===== src/rtl/pci_pkg.sv =====
// Shared PCI command codes, rw encoding and tracker state encoding.
package pci_pkg;

  localparam logic [3:0] CMD_IO_RD  = 4'b0010;
  localparam logic [3:0] CMD_IO_WR  = 4'b0011;
  localparam logic [3:0] CMD_MEM_RD = 4'b0110;
  localparam logic [3:0] CMD_MEM_WR = 4'b0111;
  localparam logic [3:0] CMD_MRM    = 4'b1100;
  localparam logic [3:0] CMD_MRL    = 4'b1110;
  localparam logic [3:0] CMD_MWI    = 4'b1111;

  localparam logic [1:0] RW_IDLE  = 2'b00;
  localparam logic [1:0] RW_READ  = 2'b01;
  localparam logic [1:0] RW_WRITE = 2'b10;

  typedef enum logic [2:0] {
    IDLE   = 3'd0,
    CLAIM  = 3'd1,
    DATA   = 3'd2,
    TURN   = 3'd3,
    IGNORE = 3'd4
  } state_t;

endpackage


===== src/rtl/pci_cmd_decode.sv =====
// Combinational address-phase decode: command class and BAR window hit.
module pci_cmd_decode
  import pci_pkg::*;
#(
  parameter int              ADDR_W        = 32,
  parameter logic [ADDR_W-1:0] BAR_BASE    = 32'h0000_1000,
  parameter int              BAR_SIZE_LOG2 = 8,
  parameter int              ENABLE_IO     = 0
) (
  input  logic [ADDR_W-1:0] ad,
  input  logic [3:0]        cbe_n,
  output logic [1:0]        rw_class,
  output logic              hit
);

  logic in_window;
  logic unused_low;

  always_comb begin
    rw_class = RW_IDLE;
    case (cbe_n)
      CMD_MEM_RD, CMD_MRM, CMD_MRL: rw_class = RW_READ;
      CMD_MEM_WR, CMD_MWI:          rw_class = RW_WRITE;
      CMD_IO_RD:  rw_class = (ENABLE_IO != 0) ? RW_READ  : RW_IDLE;
      CMD_IO_WR:  rw_class = (ENABLE_IO != 0) ? RW_WRITE : RW_IDLE;
      default:    rw_class = RW_IDLE;
    endcase
  end

  assign in_window  = (ad[ADDR_W-1:BAR_SIZE_LOG2] == BAR_BASE[ADDR_W-1:BAR_SIZE_LOG2]);
  assign hit        = (rw_class != RW_IDLE) && in_window;
  // Offset bits inside the window do not take part in the compare.
  assign unused_low = ^ad[BAR_SIZE_LOG2-1:0];

endmodule


===== src/rtl/pci_target_cmd_tracker.sv =====
// PCI target command tracker: claims BAR hits, paces data phases, counts transfers.
//
// state  | meaning
// IDLE   | waiting for an address phase
// CLAIM  | hit decoded, DEVSEL# asserted, rw valid
// DATA   | data phases; TRDY# follows target_ready, STOP# at window edge
// TURN   | bus turnaround, all outputs released
// IGNORE | miss, wait for master to finish the transaction
module pci_target_cmd_tracker
  import pci_pkg::*;
#(
  parameter int                ADDR_W        = 32,
  parameter logic [ADDR_W-1:0] BAR_BASE      = 32'h0000_1000,
  parameter int                BAR_SIZE_LOG2 = 8,
  parameter int                CNT_W         = 8,
  parameter int                ENABLE_IO     = 0
) (
  input  logic              clk,
  input  logic              rst_n,
  input  logic              frame_n,
  input  logic              irdy_n,
  input  logic [ADDR_W-1:0] ad,
  input  logic [3:0]        cbe_n,
  input  logic              target_ready,
  output logic              devsel_n,
  output logic              trdy_n,
  output logic              stop_n,
  output logic [1:0]        rw,
  output logic [3:0]        cmd,
  output logic [ADDR_W-1:0] addr,
  output logic              xfer,
  output logic [CNT_W-1:0]  phase_cnt,
  output logic              busy
);

  state_t            state_q, state_d;
  logic              frame_q;
  logic              hold_q, hold_d;
  logic [1:0]        rw_q;
  logic [3:0]        cmd_q;
  logic [ADDR_W-1:0] addr_q;
  logic [CNT_W-1:0]  cnt_q;
  logic              xfer_q;

  logic [1:0]        rw_class;
  logic              hit;
  logic              addr_phase;
  logic              in_data;
  logic              claimed;
  logic              transfer;
  logic              at_bnd;
  logic [ADDR_W-1:0] addr_next;

  pci_cmd_decode #(
    .ADDR_W        (ADDR_W),
    .BAR_BASE      (BAR_BASE),
    .BAR_SIZE_LOG2 (BAR_SIZE_LOG2),
    .ENABLE_IO     (ENABLE_IO)
  ) u_decode (
    .ad       (ad),
    .cbe_n    (cbe_n),
    .rw_class (rw_class),
    .hit      (hit)
  );

  assign addr_phase = (state_q == IDLE) && !frame_n && frame_q && irdy_n;
  assign in_data    = (state_q == DATA);
  assign claimed    = (state_q == CLAIM) || in_data;
  assign addr_next  = addr_q + ADDR_W'(4);
  // The next word would fall outside the BAR window: disconnect with this one.
  assign at_bnd     = (addr_next[ADDR_W-1:BAR_SIZE_LOG2] != addr_q[ADDR_W-1:BAR_SIZE_LOG2]);

  assign devsel_n  = !claimed;
  assign trdy_n    = !(in_data && !hold_q && target_ready);
  assign stop_n    = !(in_data && (hold_q || (at_bnd && target_ready)));
  assign rw        = claimed ? rw_q : RW_IDLE;
  assign busy      = claimed || (state_q == IGNORE);
  assign transfer  = in_data && !irdy_n && !trdy_n;

  assign cmd       = cmd_q;
  assign addr      = addr_q;
  assign xfer      = xfer_q;
  assign phase_cnt = cnt_q;

  always_comb begin
    state_d = state_q;
    hold_d  = hold_q;
    case (state_q)
      IDLE: begin
        if (addr_phase) state_d = hit ? CLAIM : IGNORE;
      end
      CLAIM: begin
        state_d = DATA;
        hold_d  = 1'b0;
      end
      DATA: begin
        if (hold_q) begin
          if (frame_n) state_d = TURN;
        end else if (transfer) begin
          if (frame_n)     state_d = TURN;
          else if (at_bnd) hold_d  = 1'b1;
        end else if (frame_n && irdy_n) begin
          state_d = TURN;
        end
      end
      TURN: begin
        state_d = IDLE;
        hold_d  = 1'b0;
      end
      IGNORE: begin
        if (frame_n && irdy_n) state_d = IDLE;
      end
      default: begin
        state_d = IDLE;
        hold_d  = 1'b0;
      end
    endcase
  end

  always_ff @(posedge clk or negedge rst_n) begin
    if (!rst_n) begin
      state_q <= IDLE;
      hold_q  <= 1'b0;
      frame_q <= 1'b1;
    end else begin
      state_q <= state_d;
      hold_q  <= hold_d;
      frame_q <= frame_n;
    end
  end

  always_ff @(posedge clk or negedge rst_n) begin
    if (!rst_n) begin
      rw_q   <= RW_IDLE;
      cmd_q  <= 4'h0;
      addr_q <= '0;
      cnt_q  <= '0;
      xfer_q <= 1'b0;
    end else begin
      xfer_q <= transfer;
      if (addr_phase) begin
        rw_q   <= rw_class;
        cmd_q  <= cbe_n;
        addr_q <= {ad[ADDR_W-1:2], 2'b00};
        cnt_q  <= '0;
      end else if (transfer) begin
        addr_q <= addr_next;
        if (cnt_q != {CNT_W{1'b1}}) cnt_q <= cnt_q + CNT_W'(1);
      end
    end
  end

endmodule

===== config.mk =====
export PLATFORM = sky130hd
export DESIGN_NAME = pci_target_cmd_tracker
export DESIGN_NICKNAME = d
export VERILOG_FILES = /design/src/rtl/pci_pkg.sv /design/src/rtl/pci_cmd_decode.sv /design/src/rtl/pci_target_cmd_tracker.sv
export SDC_FILE = /design/constraint.sdc
export NUM_CORES = 1
export LEC_CHECK = 0
export ABC_AREA = 1
export CORE_MARGIN = 2
export CORE_UTILIZATION = 53
export DETAILED_ROUTE_END_ITERATION = 8
export GPL_TIMING_DRIVEN = 0
export HOLD_SLACK_MARGIN = 0.12
export PLACE_DENSITY = 0.86
export SLEW_MARGIN = 30
export SYNTH_ARGS = -nofsm -noshare
export SYNTH_HDL_FRONTEND = slang
export SYNTH_SLANG_ARGS = --single-unit

===== constraint.sdc =====
create_clock -name clk -period 3.1 [get_ports clk]
set_input_delay 0.62 -clock clk [delete_from_list [all_inputs] [get_ports clk]]
set_output_delay 0.62 -clock clk [all_outputs]
set_load 0.05 [all_outputs]

Yosys cells after proc, flatten, opt, wreduce, memory -nomap -nowiden:

Index checks and enable logic that the tools add are counted.

* add/sub/neg operators: 2
* mux-type cells: 20
* reductions and logical operators: 29
* eq/ne operators: 14

Operator list (number)
* $mux 32: 2
* $add 32x3->32 const B: 1
* $eq 24x5->1 const B: 1
* $mux 8: 3
* $ne 24x24->1: 1
* $mux 3: 7
* $eq 4x4->1 const B: 3
* $pmux 3 s4: 1
* $logic_and 1x1->1: 11
* $add 8x1->8 const B: 1
* $eq 4x3->1 const B: 2
* $ne 8x8->1 const B: 1
* $logic_not 1->1: 6
* $reduce_bool 2->1: 3
* $mux 1: 4
* $ne 4x2->1 const B: 1
* $pmux 2 s2: 1
* $reduce_or 2->1: 2
* $eq 3x1->1 const B: 1
* $eq 3x2->1 const B: 1
* $eq 3x3->1 const B: 1
* $logic_not 3->1: 1
* $logic_or 1x1->1: 3
* $reduce_and 3->1: 1
* 6 further kinds: 6

* logic and storage cells: 73
* output and inout port bits: 51
* input port bits: 41
* register bits: 52

Longest topological paths before layout:

Gate-level depths: netlist of the first run.

* depth in word-level cells: 8
* gate-level depth with buffers: 10
* gate-level depth less buffers: 9

Cells and area by module:

Synthesis of the first run repeated with hierarchy kept, for this count alone.

* cells, all modules: 526
* area, all modules: 3489.6 um^2

By module, submodules not included
* pci_target_cmd_tracker: cells each 491, sequential area each 1252.5 um^2, area each 3349.5 um^2, times used 1
* pci_cmd_decode: cells each 35, sequential area each 0.0 um^2, area each 140.1 um^2, times used 1

Least setup slack after synthesis of the first run:

No wires, ideal clock.

* path type: register to output
* from: register addr_q[2], in the netlist addr[2]
* to: output stop_n
* arrival time: 2.165 ns
* buffers on the path: 0
* stages on the path, launching flop included: 5
* slack: 0.315 ns
* required time: 2.480 ns
* cell sequence: dfrtp_1 -> ha_1 -> nand2_1 -> a21oi_1 -> o21ai_0

* word-level cells in the longest chain between the ends: 6

RTL lines
* start, declared: line pci_target_cmd_tracker.sv:41 `logic [ADDR_W-1:0] addr_q;`
* start signal, assigned: line pci_target_cmd_tracker.sv:144 `addr_q <= {ad[ADDR_W-1:2], 2'b00};`
* start signal, assigned: line pci_target_cmd_tracker.sv:147 `addr_q <= addr_next;`
* $add 32x3->32: line pci_target_cmd_tracker.sv:69 `assign addr_next = addr_q + ADDR_W'(4);`
* $ne 24x24->1: line pci_target_cmd_tracker.sv:71 `assign at_bnd = (addr_next[ADDR_W-1:BAR_SIZE_LOG2] != addr_q[ADDR_W-1:BAR_SIZE_LOG2]);`
* $logic_and 1x1->1: line pci_target_cmd_tracker.sv:75 `assign stop_n = !(in_data && (hold_q || (at_bnd && target_ready)));`
* $logic_or 1x1->1: line pci_target_cmd_tracker.sv:75
* $logic_and 1x1->1: line pci_target_cmd_tracker.sv:75
* $logic_not 1->1: line pci_target_cmd_tracker.sv:75
* end, declared: line pci_target_cmd_tracker.sv:27 `output logic stop_n,`

Every way passes these cells.

Worst setup path in the final report of the first run:

* from: register addr_q[4], in the netlist addr[4]
* to: output stop_n

The elaborated chain is that of the path after synthesis.

==> reports/results.ini, run 1 <==
[floorplan]
ios=92
fp.dieW_um=85.44
die_area_um2=7299
start_util=0.5504
rows=29
coreArea_um2=6386
die_h_um=85.44

[clocking]
cts_hold_buffers=0
cts_tree=built
cts_resized=0
clock-root-buffer=clkbuf_8
cts_buffers=5
clk_pin_slew_ps=100
clock_sinks=50
post_cts_buffers=0
h-tree-depth=2
cts_buffer_depth=2
clk_latency_ps=310

[grt]
grt_overflow=0
antenna_found_initial=0
grt_pass1_wl_mm=17.38
grt_pass1_vias=3676
grt_max_degree=27
track_usage=0.2979

[sta]
slew_viol_final=0
setup_violations=0
fmax_ghz=0.3403
tightest_slew_ps=538.2
min_period_ps=2938
fin_tns_setup_ps=0
slew_headroom=0.6401
skew_ps=7.083
hold_violations=0
finalCritPeriodShare=0.9478
setup_ws_ps=161.7
rsz0062_at_grt=false
hold_ws_ps=207.2

[detailed_routing]
wl_per_cell_um=14.54
dr_total_vias=3922
first_pass_iters=6
drt-total-wl_mm=10.55
via_per_inst=5.402
final_antenna_net_count=0
drc=0
drt-initial-drc-count=433

[setup_path]
critical_path_required_ps=2480
cp_max_fo=6
startpoint_type=register
r2r-start=addr[3]
worst-setup-path-type=register to output port
slowest_stage=clkdlybuf4s50_1
cp_cell_sequence=nand3_2, inv_2, nand2_1, a21oi_1, o21ai_0, clkdlybuf4s50_1
timing.critical_path.arrival_ps=2320
cp-end-kind=output port
cp_slowest_stage_delay_ps=840
startpoint=addr[4]

[layout]
final_common_cell=nand2_1
multi_input_area_um2=1899
final_cell_mix=209 x nand2_1, 88 x nand3_1, 86 x clkdlybuf4s50_1
fin_nets=691
syn_to_final_growth_pct=32.18
seq_area_um2=1252
fin_util=0.7275
final_cells=726
nFillCells=569
diodes=0
layout-drive-gt1-share=0.07550

[synthesis]
synth_compound_area_frac=0.04130
synth_top_family_by_area=simple AND/OR/NAND/NOR gates
syn_area_per_cell_um2=6.367
synth_simple_gate_area_share=0.4649
netlist_instances=552
yosysWarnings=0
synth_seq_cells=50
seq_area_frac_synth=0.3564
syn_area_um2=3515
post-synth-top-area-cell=dfrtp_1
synth_area_leaders=dfrtp_1 35%, nand2_1 22%, nand3_1 13%, nor2_1 6.5%, inv_1 6.1%
netlist.area_leader.share=0.3489
synth.area.mux_share=0
synth_xor_xnor_area_share=0.02492
synthAdderAreaFrac=0.007120
synth_cell_types=30

[outcome]
outcome=complete, no violations

[min_path]
hp-class=input pin to async pin

[placed_design]
gp_congestion=0.9776
pre_cts_ws_ps=224.7
portBuffers=87
numPlacedInstances=718
hpwl_mm=8.032

[power]
peakVddDrop_mv=0.7309
p_per_area_nw_per_um2=872.2
p_leak_nw=2.212

[flow_run]
max-cap-violations=0

-- per-stage QoR --
| step | power, mW | instance area (µm²) |
|---|---|---|
| global placement | 3.416 | 4486 |
| floorplan | 2.687 | 3518 |
| CTS | 4.049 | 4646 |
| finish | 4.052 | 4646 |
| global route | 4.278 | 4646 |
| detailed placement | 3.470 | 4503 |
-- cells in the mapped netlist, drive strengths merged --
| cell | n |
|---|---|
| o21bai | 9 |
| inv | 66 |
| dfrtp | 49 |
| a21oi | 4 |
| o21ai | 7 |
| clkinv | 1 |
| o21a | 1 |
| nor2 | 70 |
| dfstp | 1 |
| conb | 1 |
| o211ai | 2 |
| buf | 16 |
| nand3b | 5 |
| and2 | 1 |
| or2 | 1 |
| xor2 | 6 |
| xnor2 | 4 |
| nand4 | 5 |
| nand3 | 90 |
| nand2 | 211 |
| ha | 2 |
-- metal layers --
metal | wire length (µm) | global-route usage | share of wire | vias up
li1 | - | - | - | 1920
met1 | 4543 | 0.4118 | 0.43 | 1797
met2 | 4941 | 0.4773 | 0.47 | 177
met3 | 797 | 0.04475 | 0.076 | 28
met4 | 272 | 0.1053 | 0.026 | 0
met5 | 0 | 0 | 0 | -
-- flip-flops by register name, indices dropped and copies added (netlist names) --
signal     flops
addr          30
phase_cnt      8
cmd            4
state_q        3
rw_q           2
frame_q        1
hold_q         1
xfer           1
-- cell families (layout without fill, tap and decap cells) --
kind of cell,after synthesis,after routing
AOI/OAI and AO/OA,23,23
xor gates and xnor gates,10,10
adders and majority gates,2,2
buffers and inverters,83,179
DFF,50,50
other,1,2
and+or+nand+nor,383,383
-- report_power, final --
| part | total, mW | internal [mW] | switching (mW) |
|---|---|---|---|
| logic | 2.26 | 0.768 | 1.49 |
| registers | 1.22 | 0.882 | 0.341 |
| clock network | 0.574 | 0.344 | 0.230 |
| total | 4.05 | 1.99 | 2.06 |
-- worst paths after layout --
| path | endpoint | slack (ps) | depth (start not counted) |
|---|---|---|---|
| hold / removal | addr[22] | 210 | 1 |
| hold reg to reg | cmd[3] | 490 | 2 |
| setup / recovery | stop_n | 160 | 6 |
| min in group clk | cmd[3] | 490 | 2 |
| setup reg to reg | addr[12] | 1240 | 8 |
| max in group asynchronous | phase_cnt[2] | 2420 | 2 |
-- cell type report --
cell class	instances	share of cell area
Multi-Input combinational cell	420	0.4088
Sequential cell	50	0.2696
Timing Repair Buffer	88	0.1912
Inverter	67	0.05413
Buffer	16	0.02478
Tap cell	77	0.02074
Clock buffer	6	0.01778
Clock inverter	2	0.01293
-- critical path: cells and delay by family, from the launching register on --
kind / cells / cell delay (ps)
AOI/OAI and AO/OA: 2 / 290
buffers and inverters: 2 / 890
DFF: 1 / 470
and+or+nand+nor: 2 / 350
(Power assumes the default switching activity.)
==> inputs of run 2 (changes only) <==
Settings changed: MAX_ROUTING_LAYER set to met4, TNS_END_PERCENT set to 1.
==> reports/results.ini, run 2 (same netlist as run 1, synthesis figures left out) <==
[grt]
grt_overflow=0  ; unchanged
grt_pass1_vias=3667  ; -0.24%
grt_pass1_wl_mm=17.22  ; -0.96%
track_usage=0.3036  ; +0.005691
antenna_found_initial=0  ; unchanged
grt_max_degree=51  ; +89%

[setup_path]
startpoint_type=register
slowest_stage=clkdlybuf4s50_1
cp_max_fo=5  ; -1
reg2reg_slack_ps=1310  ; +70 ps
cp_slowest_stage_delay_ps=830  ; about the same
r2r_end=addr[12]
critical_path_required_ps=2480  ; about the same
worst-setup-path-type=register to output port
cp_cell_sequence=ha_1, nand2_1, a21oi_1, o21ai_0, clkdlybuf4s50_1
path_buf_inv=1  ; -1
r2r-start=addr[2]
critPathTopFamily=buffers and inverters
r2r_cells=8  ; unchanged
cp-end-kind=output port
timing.critical_path.arrival_ps=2240  ; -80 ps

[detailed_routing]
via_per_inst=5.360  ; -0.79%
wl_per_cell_um=14.20  ; -2.3%
drt-total-wl_mm=10.31  ; -2.3%
met2_length_mm=4.900  ; -0.83%
first_pass_iters=5  ; -1
drt-initial-drc-count=340  ; -21%
wl_met3_um=654  ; -18%
drc=0  ; unchanged
dr_total_vias=3891  ; -0.79%
final_antenna_net_count=0  ; unchanged
highest_layer=met4
drt-met1-wl_mm=4.551  ; +0.18%

[clocking]
cts_resized=0  ; unchanged
cts_hold_buffers=0  ; unchanged
cts_buffer_depth=2  ; unchanged
clk_pin_slew_ps=110  ; about the same
clock-root-buffer=clkbuf_8
h-tree-depth=2  ; unchanged
clock_sinks=50  ; unchanged
clk_latency_ps=320  ; about the same
cts_tree=built
post_cts_buffers=0  ; unchanged
cts_buffers=5  ; unchanged

[power]
p_per_area_nw_per_um2=855.7  ; -1.9%
p_leak_nw=2.202  ; -0.43%
peakVddDrop_mv=0.6859  ; -6.1%
totalPowerFinal_mw=3.959  ; -2.3%

[floorplan]
rows=29  ; unchanged
die_h_um=85.44  ; unchanged
ios=92  ; unchanged
fp.dieW_um=85.44  ; unchanged
die_area_um2=7299  ; unchanged
start_util=0.5504  ; unchanged
coreArea_um2=6386  ; unchanged

[placed_design]
gp_congestion=0.9851  ; +0.77%
pre_cts_ws_ps=273.6  ; +48.89 ps
hpwl_mm=7.899  ; -1.7%
portBuffers=87  ; unchanged

[layout]
largest_reg_flops=30  ; unchanged
fin_nets=691  ; unchanged
final_cell_mix=209 x nand2_1, 88 x nand3_1, 86 x clkdlybuf4s50_1
syn_to_final_growth_pct=31.65
layout-drive-gt1-share=0.07550  ; unchanged
final_common_cell=nand2_1
diodes=0  ; unchanged

[outcome]
outcome=complete, no violations

[sta]
finalCritPeriodShare=0.9234  ; -0.02438
setup_ws_ps=237.3  ; +75.59 ps
fmax_ghz=0.3493  ; +2.6%
hold_ws_ps=258.4  ; +51.17 ps
hold_violations=0  ; unchanged
tightest_slew_ps=507.7  ; -30.49 ps
slew_headroom=0.6604  ; +0.02039
skew_ps=14.73  ; +7.643 ps
min_period_ps=2863  ; -75.59 ps
slew_viol_final=0  ; unchanged
rsz0062_at_grt=false
setup_violations=0  ; unchanged

[min_path]
hp-class=input pin to async pin

[flow_run]
max-cap-violations=0  ; unchanged

==> run 2: cell types whose count changed in the layout (fill, tap and decap cells not counted) <==
cell       before  now
buf_12          1    0
buf_16          0    1
bufinv_16       2    1
clkbuf_8        6    5
clkinv_4        0    1
inv_6           0    1
==> run 2: how the worst max path moves through the flow <==
stage | from | end | slack (ps) | depth (start not counted)
6_report | addr[2] | stop_n | 240 | 5
5_1_grt | addr[2] | stop_n | 140 | 6
4_1_cts | addr[2] | stop_n | 220 | 5
3_5_place_dp | target_ready | stop_n | 270 | 5
3_3_place_gp | rst_n | rw_q[0] | -80 | 1
2_1_floorplan | addr[2] | stop_n | 320 | 4
==> run 2: worst reg2reg max path, stage by stage, from the launching register on <==
cell,delay [ps]
dfrtp_1,430
ha_1,270
nand3_1,210
inv_2,130
nand2_2,120
nor2_1,260
nand2_1,80
nand3_1,100
nand3_1,80
==> run 2: power by group <==
| group | total, mW | switching, mW | internal (mW) |
|---|---|---|---|
| combinational | 2.26 | 1.49 | 0.770 |
| clock | 0.490 | 0.245 | 0.245 |
| sequential | 1.21 | 0.332 | 0.882 |
==> run 2: layout make-up <==
cell class / instances / area (µm²)
flip-flops and latches: 50 / 1252
repair buffers: 88 / 895.9
clock buffers: 5 / 68.82
fillers: 578 / 1759
clock inverters: 3 / 47.55
plain buffers: 16 / 115.1
multi-input cells: 420 / 1899
inverters: 67 / 251.5
well taps: 77 / 96.34
==> run 2: metrics by stage <==
| step | cells | cell area [µm²] | utilization | TNS [ps] |
|---|---|---|---|---|
| after floorplan | 553 | 3518 | - | 0 |
| after global placement | 717 | 4486 | 0.7024 | -3639 |
| after detailed placement | 718 | 4511 | 0.7063 | 0 |
| after CTS | 726 | 4627 | 0.7245 | 0 |
| after global routing | 726 | 4627 | 0.7245 | 0 |
| final | 726 | 4627 | 0.7245 | 0 |
==> run 2: per-layer routing <==
layer / vias to the layer above / track usage
li1: 1919 / -
met3: 15 / 0.03891
met2: 151 / 0.4950
met4: 0 / 0.08802
met5: - / -
met1: 1806 / 0.3976
==> inputs of run 3 (changes only) <==
Settings changed: CORE_UTILIZATION 53 to 50, PLACE_DENSITY 0.86 to 0.82.
Clock period 3.1 ns to 2.8 ns, I/O delays scaled along.
==> reports/results.ini, run 3 (same netlist as run 1, synthesis figures left out) <==
[outcome]
outcome=complete, no violations

[floorplan]
coreArea_um2=6794  ; +6.4%
ios=92  ; unchanged
die_h_um=87.84  ; +2.8%
rows=30  ; +3.4%
fp.dieW_um=87.84  ; +2.8%
die_area_um2=7716  ; +5.7%
start_util=0.5173  ; -0.03304

[layout]
diodes=0  ; unchanged
final_cells=746  ; +2.8%
multi_input_area_um2=1899  ; unchanged
fin_util=0.6847  ; -0.03982
layout-drive-gt1-share=0.07385  ; -0.001655
fin_area_um2=4652  ; +0.54%
seq_area_um2=1252  ; unchanged
nFillCells=632  ; +9.3%
syn_to_final_growth_pct=32.36
final_common_cell=nand2_1
largest_reg_flops=30  ; unchanged
fin_nets=692  ; +0.14%
final_cell_mix=209 x nand2_1, 88 x nand3_1, 85 x clkdlybuf4s50_1

[grt]
grt_pass1_wl_mm=16.94  ; -1.6%
grt.met2_usage=0.4697  ; -0.02533
grt_overflow=0  ; unchanged
use_met1=0.3815  ; -0.01613
track_usage=0.2909  ; -0.01274
antenna_found_initial=0  ; unchanged
grt_max_degree=34  ; -33%
busiest_layer=met2
globalRouteMet3Util=0.03676  ; -0.002153
grt_pass1_vias=3635  ; -0.87%

[sta]
slew_viol_final=0  ; unchanged
tightest_slew_ps=520.9  ; +13.16 ps
min_period_ps=2596
fin_tns_setup_ps=0  ; unchanged
rsz0062_at_grt=false
fmax_ghz=0.3852
setup_ws_ps=204.2  ; -33.13 ps
skew_ps=5.858  ; -8.868 ps
hold_ws_ps=485.3  ; +226.9 ps
finalCritPeriodShare=0.9271
hold_violations=0  ; unchanged
slew_headroom=0.6516  ; -0.008801
setup_violations=0  ; unchanged

[power]
peakVddDrop_mv=0.8129  ; +19%
totalPowerFinal_mw=4.385  ; +11%
p_leak_nw=2.201  ; about the same
p_per_area_nw_per_um2=942.5  ; +10%

[setup_path]
critical_path_required_ps=2240  ; -240 ps
cp_max_fo=6  ; +1
worst-setup-path-type=register to output port
startpoint_type=register
cp-end-kind=output port
timing.critical_path.arrival_ps=2040  ; -200 ps

[placed_design]
gp_congestion=0.9390  ; -4.7%
hpwl_mm=8.117  ; +2.8%
placed_cell_area_um2=4527  ; +0.36%
numPlacedInstances=737  ; +2.6%
portBuffers=87  ; unchanged
pre_cts_ws_ps=13.87  ; -259.7 ps

[detailed_routing]
dr_total_vias=3838  ; -1.4%
drt-total-wl_mm=10.40  ; +0.88%
first_pass_iters=4  ; -1
via_per_inst=5.145  ; -4.0%
drt-initial-drc-count=249  ; -27%
wl_per_cell_um=13.94  ; -1.8%
drc=0  ; unchanged
final_antenna_net_count=0  ; unchanged

[clocking]
clk_pin_slew_ps=100  ; about the same
clk_latency_ps=310  ; about the same
cts_buffers=5  ; unchanged
post_cts_buffers=0  ; unchanged
cts_buffer_depth=2  ; unchanged
cts_tree=built
clock_sinks=50  ; unchanged
h-tree-depth=2  ; unchanged
clock-root-buffer=clkbuf_8

[flow_run]
max-cap-violations=0  ; unchanged

[min_path]
hp-class=register to register

==> run 3: cell types whose count changed in the layout (fill, tap and decap cells not counted), sizes merged <==
cell,previous run,this run
clkdlybuf4s50,86,85
clkbuf,5,7
clkinv,2,1
inv,67,66
dlygate4sd3,0,1
dlygate4sd2,0,1
==> run 3: per-layer routing <==
layer	vias to the layer above	part of all wire	routed length (µm)
met2	136	0.48	5017
met3	19	0.060	623
li1	1916	-	-
met5	-	0	0
met1	1767	0.44	4545
met4	0	0.021	214
==> run 3: final timing paths <==
path	startpoint	endpoint	slack [ps]	depth (start not counted)
worst max-delay path	addr[5]	stop_n	200	6
worst min-delay path	cmd[2]	cmd[2]	490	2
worst max register to register	addr[2]	addr[20]	950	8
worst min register to register	cmd[2]	cmd[2]	490	2
max in group asynchronous	rst_n	frame_q	1610	3
min in group asynchronous	rst_n	addr[20]	650	2
==> run 3: layout make-up <==
| type | count | area share |
|---|---|---|
| plain buffers | 16 | 0.02474 |
| clock buffers | 7 | 0.01856 |
| clock inverters | 1 | 0.006455 |
| inverters | 67 | 0.05406 |
| multi-input cells | 420 | 0.4083 |
| flip-flops and latches | 50 | 0.2692 |
| well taps | 96 | 0.02582 |
| repair buffers | 89 | 0.1928 |
==> run 3: report_power, final <==
part	leakage, nW	internal [mW]	switching, mW
Sequential	0.642	0.976	0.369
Combinational	1.50	0.851	1.64
Clock	0.0585	0.292	0.257
==> run 3: critical path, stage by stage, from the launching register on <==
cell and delay, ps:
dfrtp_1 460, nand2_1 140, nor2_1 70, nand2_1 180
a21oi_1 110, o21ai_0 200, dlygate4sd2_1 560
==> run 3: what timing repair did <==
item / CTS / global route
hold buffers: 1 / 0
hold endpoints to repair: 15 / 0
resized for setup: 1 / 0
endpoints found under the setup margin: 1 / 0
==> edit, RTL diff (flow settings as in run 3) <==
`ENABLE_IO` is set to 0 in 2 places; all go to 1.
--- a/src/rtl/pci_cmd_decode.sv
+++ b/src/rtl/pci_cmd_decode.sv
@@ -6,5 +6,5 @@
   parameter logic [ADDR_W-1:0] BAR_BASE    = 32'h0000_1000,
   parameter int              BAR_SIZE_LOG2 = 8,
-  parameter int              ENABLE_IO     = 0
+  parameter int              ENABLE_IO     = 1
 ) (
   input  logic [ADDR_W-1:0] ad,
--- a/src/rtl/pci_target_cmd_tracker.sv
+++ b/src/rtl/pci_target_cmd_tracker.sv
@@ -14,5 +14,5 @@
   parameter int                BAR_SIZE_LOG2 = 8,
   parameter int                CNT_W         = 8,
-  parameter int                ENABLE_IO     = 0
+  parameter int                ENABLE_IO     = 1
 ) (
   input  logic              clk,
Function: changed (Yosys sat finds a counterexample within 4 cycles, from zero or initial values and one cycle with rst_n low).
==> edit against run 3 <==
Clock power is 3% lower. Critical path type unchanged. Final area is 1.3% lower. Count of clock-buffer cells in the layout is 2 lower. Die area is 1.0% lower. Global-route usage is 1.2 points lower. Sequential share of layout area is 0.35 points higher. Clock skew is 0.0043 ns higher. Routed wire length is 3.4% lower. Combinational power is 45% lower. Synthesized area is 1.1% lower. Power is 31% lower. Setup slack better by 0.011 ns. Sequential cell count stayed put.
==> edit: results (changes against run 3) <==
| Metric | Value |
|---|---|
| Status | complete, no violations |
| Fin crit share | 92.32% (-0.39 points) |
| Reg2Reg Setup Slack | 1.13 ns (+0.18 ns) |
| Synth warn | 0 (unchanged) |
| Largest stage delay on the critical path | 0.52 ns (-0.04 ns) |
| First-pass GRT wire length | 16.33 mm (-3.6%) |
| Share of cells above drive strength 1 | 8.095% (+0.71 points) |
| Vias per cell | 5.265 (+2.3%) |
| Clk_lat worst skew | 0.31 ns (about the same) |
| Measured slew at the worst slew-check pin | 0.5103 ns (-0.01061 ns) |
| Synth cell types | 32 (+6.7%) |
| Sequential share of the synthesized area | 36.02% (+0.38 points) |
| Largest cells by area after synthesis | dfrtp_1 35%, nand2_1 21%, nand3_1 13% |
| Hold_sp | cmd[0] |
| Clock slew at reported path FFs | 0.09 ns |
| Worst R2R End | addr[10] |
| Register area | 1252 um2 (unchanged) |
| Pre-CTS setup slack | 0.1992 ns (+0.1853 ns) |
| Reg-to-Reg Start | addr[2] |
| CP top delay family | buffers and inverters |
| Area post-placement | 4469 um2 (-1.3%) |
| Worst Setup EP | stop_n |
| Sw frac | 46.05% (-5.6 points) |
| Largest net degree at the start of global routing | 37 (+8.8%) |
| Inverters | 57 (-15%) |
| Filler cells | 637 (+0.79%) |
| Vias in the first global route | 3633 (-0.055%) |
| Multi-input combinational gate total | 412 (-1.9%) |
| Data buffer area share | 22.18% (+0.42 points) |
| Clock skew | 0.01012 ns (+0.004258 ns) |
| Area growth syn-to-layout | 32.06% |
| Fraction of area in multi-input gates | 41.06% (+0.23 points) |
| FFs w/ async S/R, synth | 100.0% (unchanged) |
| Hpwl dp | 7.726 mm (-4.8%) |
| Routed len/inst | 14.15 um (+1.5%) |
| Final nets | 672 (-2.9%) |
| Number of DRC markers in iteration 0 | 232 (-6.8%) |
| Sequential share of cell area | 27.28% (+0.35 points) |
| Bufs w/o clock | 103 (-1.9%) |
| CTS root buf | clkbuf_8 |
| Clk sinks | 50 (unchanged) |
| Clock-cell share | 2.480% (-0.022 points) |
| # hold bufs at CTS | 1 (unchanged) |
| CP Max Fanout | 5 (-1) |
| Gpl congestion | 0.9618 (+2.4%) |
| Total track usage | 27.93% (-1.2 points) |
| Leak | 2.157 nW (-2.0%) |
| VDD IR max | 0.3507 mV (-57%) |
| Post-synth top cells | 192 x nand2_1, 93 x nand3_1, 68 x nor2_1 |
-- edit: how the worst min path moves through the flow --
| stage | endpoint | slack (ns) | depth (start not counted) |
|---|---|---|---|
| 2_1_floorplan | addr[10] | 0.26 | 0 |
| 3_5_place_dp | addr[13] | 0.43 | 1 |
| 5_1_grt | rw_q[1] | 0.52 | 2 |
| 6_report | cmd[0] | 0.50 | 2 |
| 4_1_cts | rw_q[0] | 0.51 | 2 |
| 3_3_place_gp | cmd[0] | 0.46 | 2 |
-- edit: power groups by stage --
stage	combinational (mW)	sequential, mW	clock, mW
after floorplan	0.426	1.57	0
after global placement	1.36	1.12	0
after detailed placement	1.38	1.12	0
after CTS	1.39	1.11	0.538
after global routing	1.48	1.14	0.568
final	1.38	1.12	0.535
-- edit: routing by layer --
metal  routed length (um)  part of all wire [%]  GRT usage [%]  vias up
li1                     -                     -              -     1857
met4                  222                   2.2          10.49        0
met3                  548                   5.5          3.886       19
met2                 4934                    49          46.76      136
met5                    0                     0              -        -
met1                 4343                    43          34.16     1726
-- edit: per-stage QoR --
stage               total power, mW  instances
floorplan                     1.992        533
global placement              2.476        700
detailed placement            2.506        701
CTS                           3.036        710
global route                  3.192        710
finish                        3.036        710
-- edit: worst reg2reg max path, stage by stage, from the launching register on --
cell,delay (ns)
dfrtp_1,0.44
ha_1,0.26
inv_1,0.10
nor2_2,0.07
nand2_1,0.15
inv_1,0.13
or2_2,0.29
nand3_1,0.07
nand3_1,0.07
-- edit: kinds of logic (layout without fill, tap and decap cells) --
logic type                 Yosys count  in the layout  synth area share (%)
AOI/OAI and AO/OA                   21             21                 3.851
xor gates and xnor gates            10             10                 2.519
adders and majority gates            2              2                0.7196
buffers and inverters               71            168                 9.860
DFF                                 50             50                 36.02
other                                1              2                0.1078
and+or+nand+nor                    377            377                 46.92
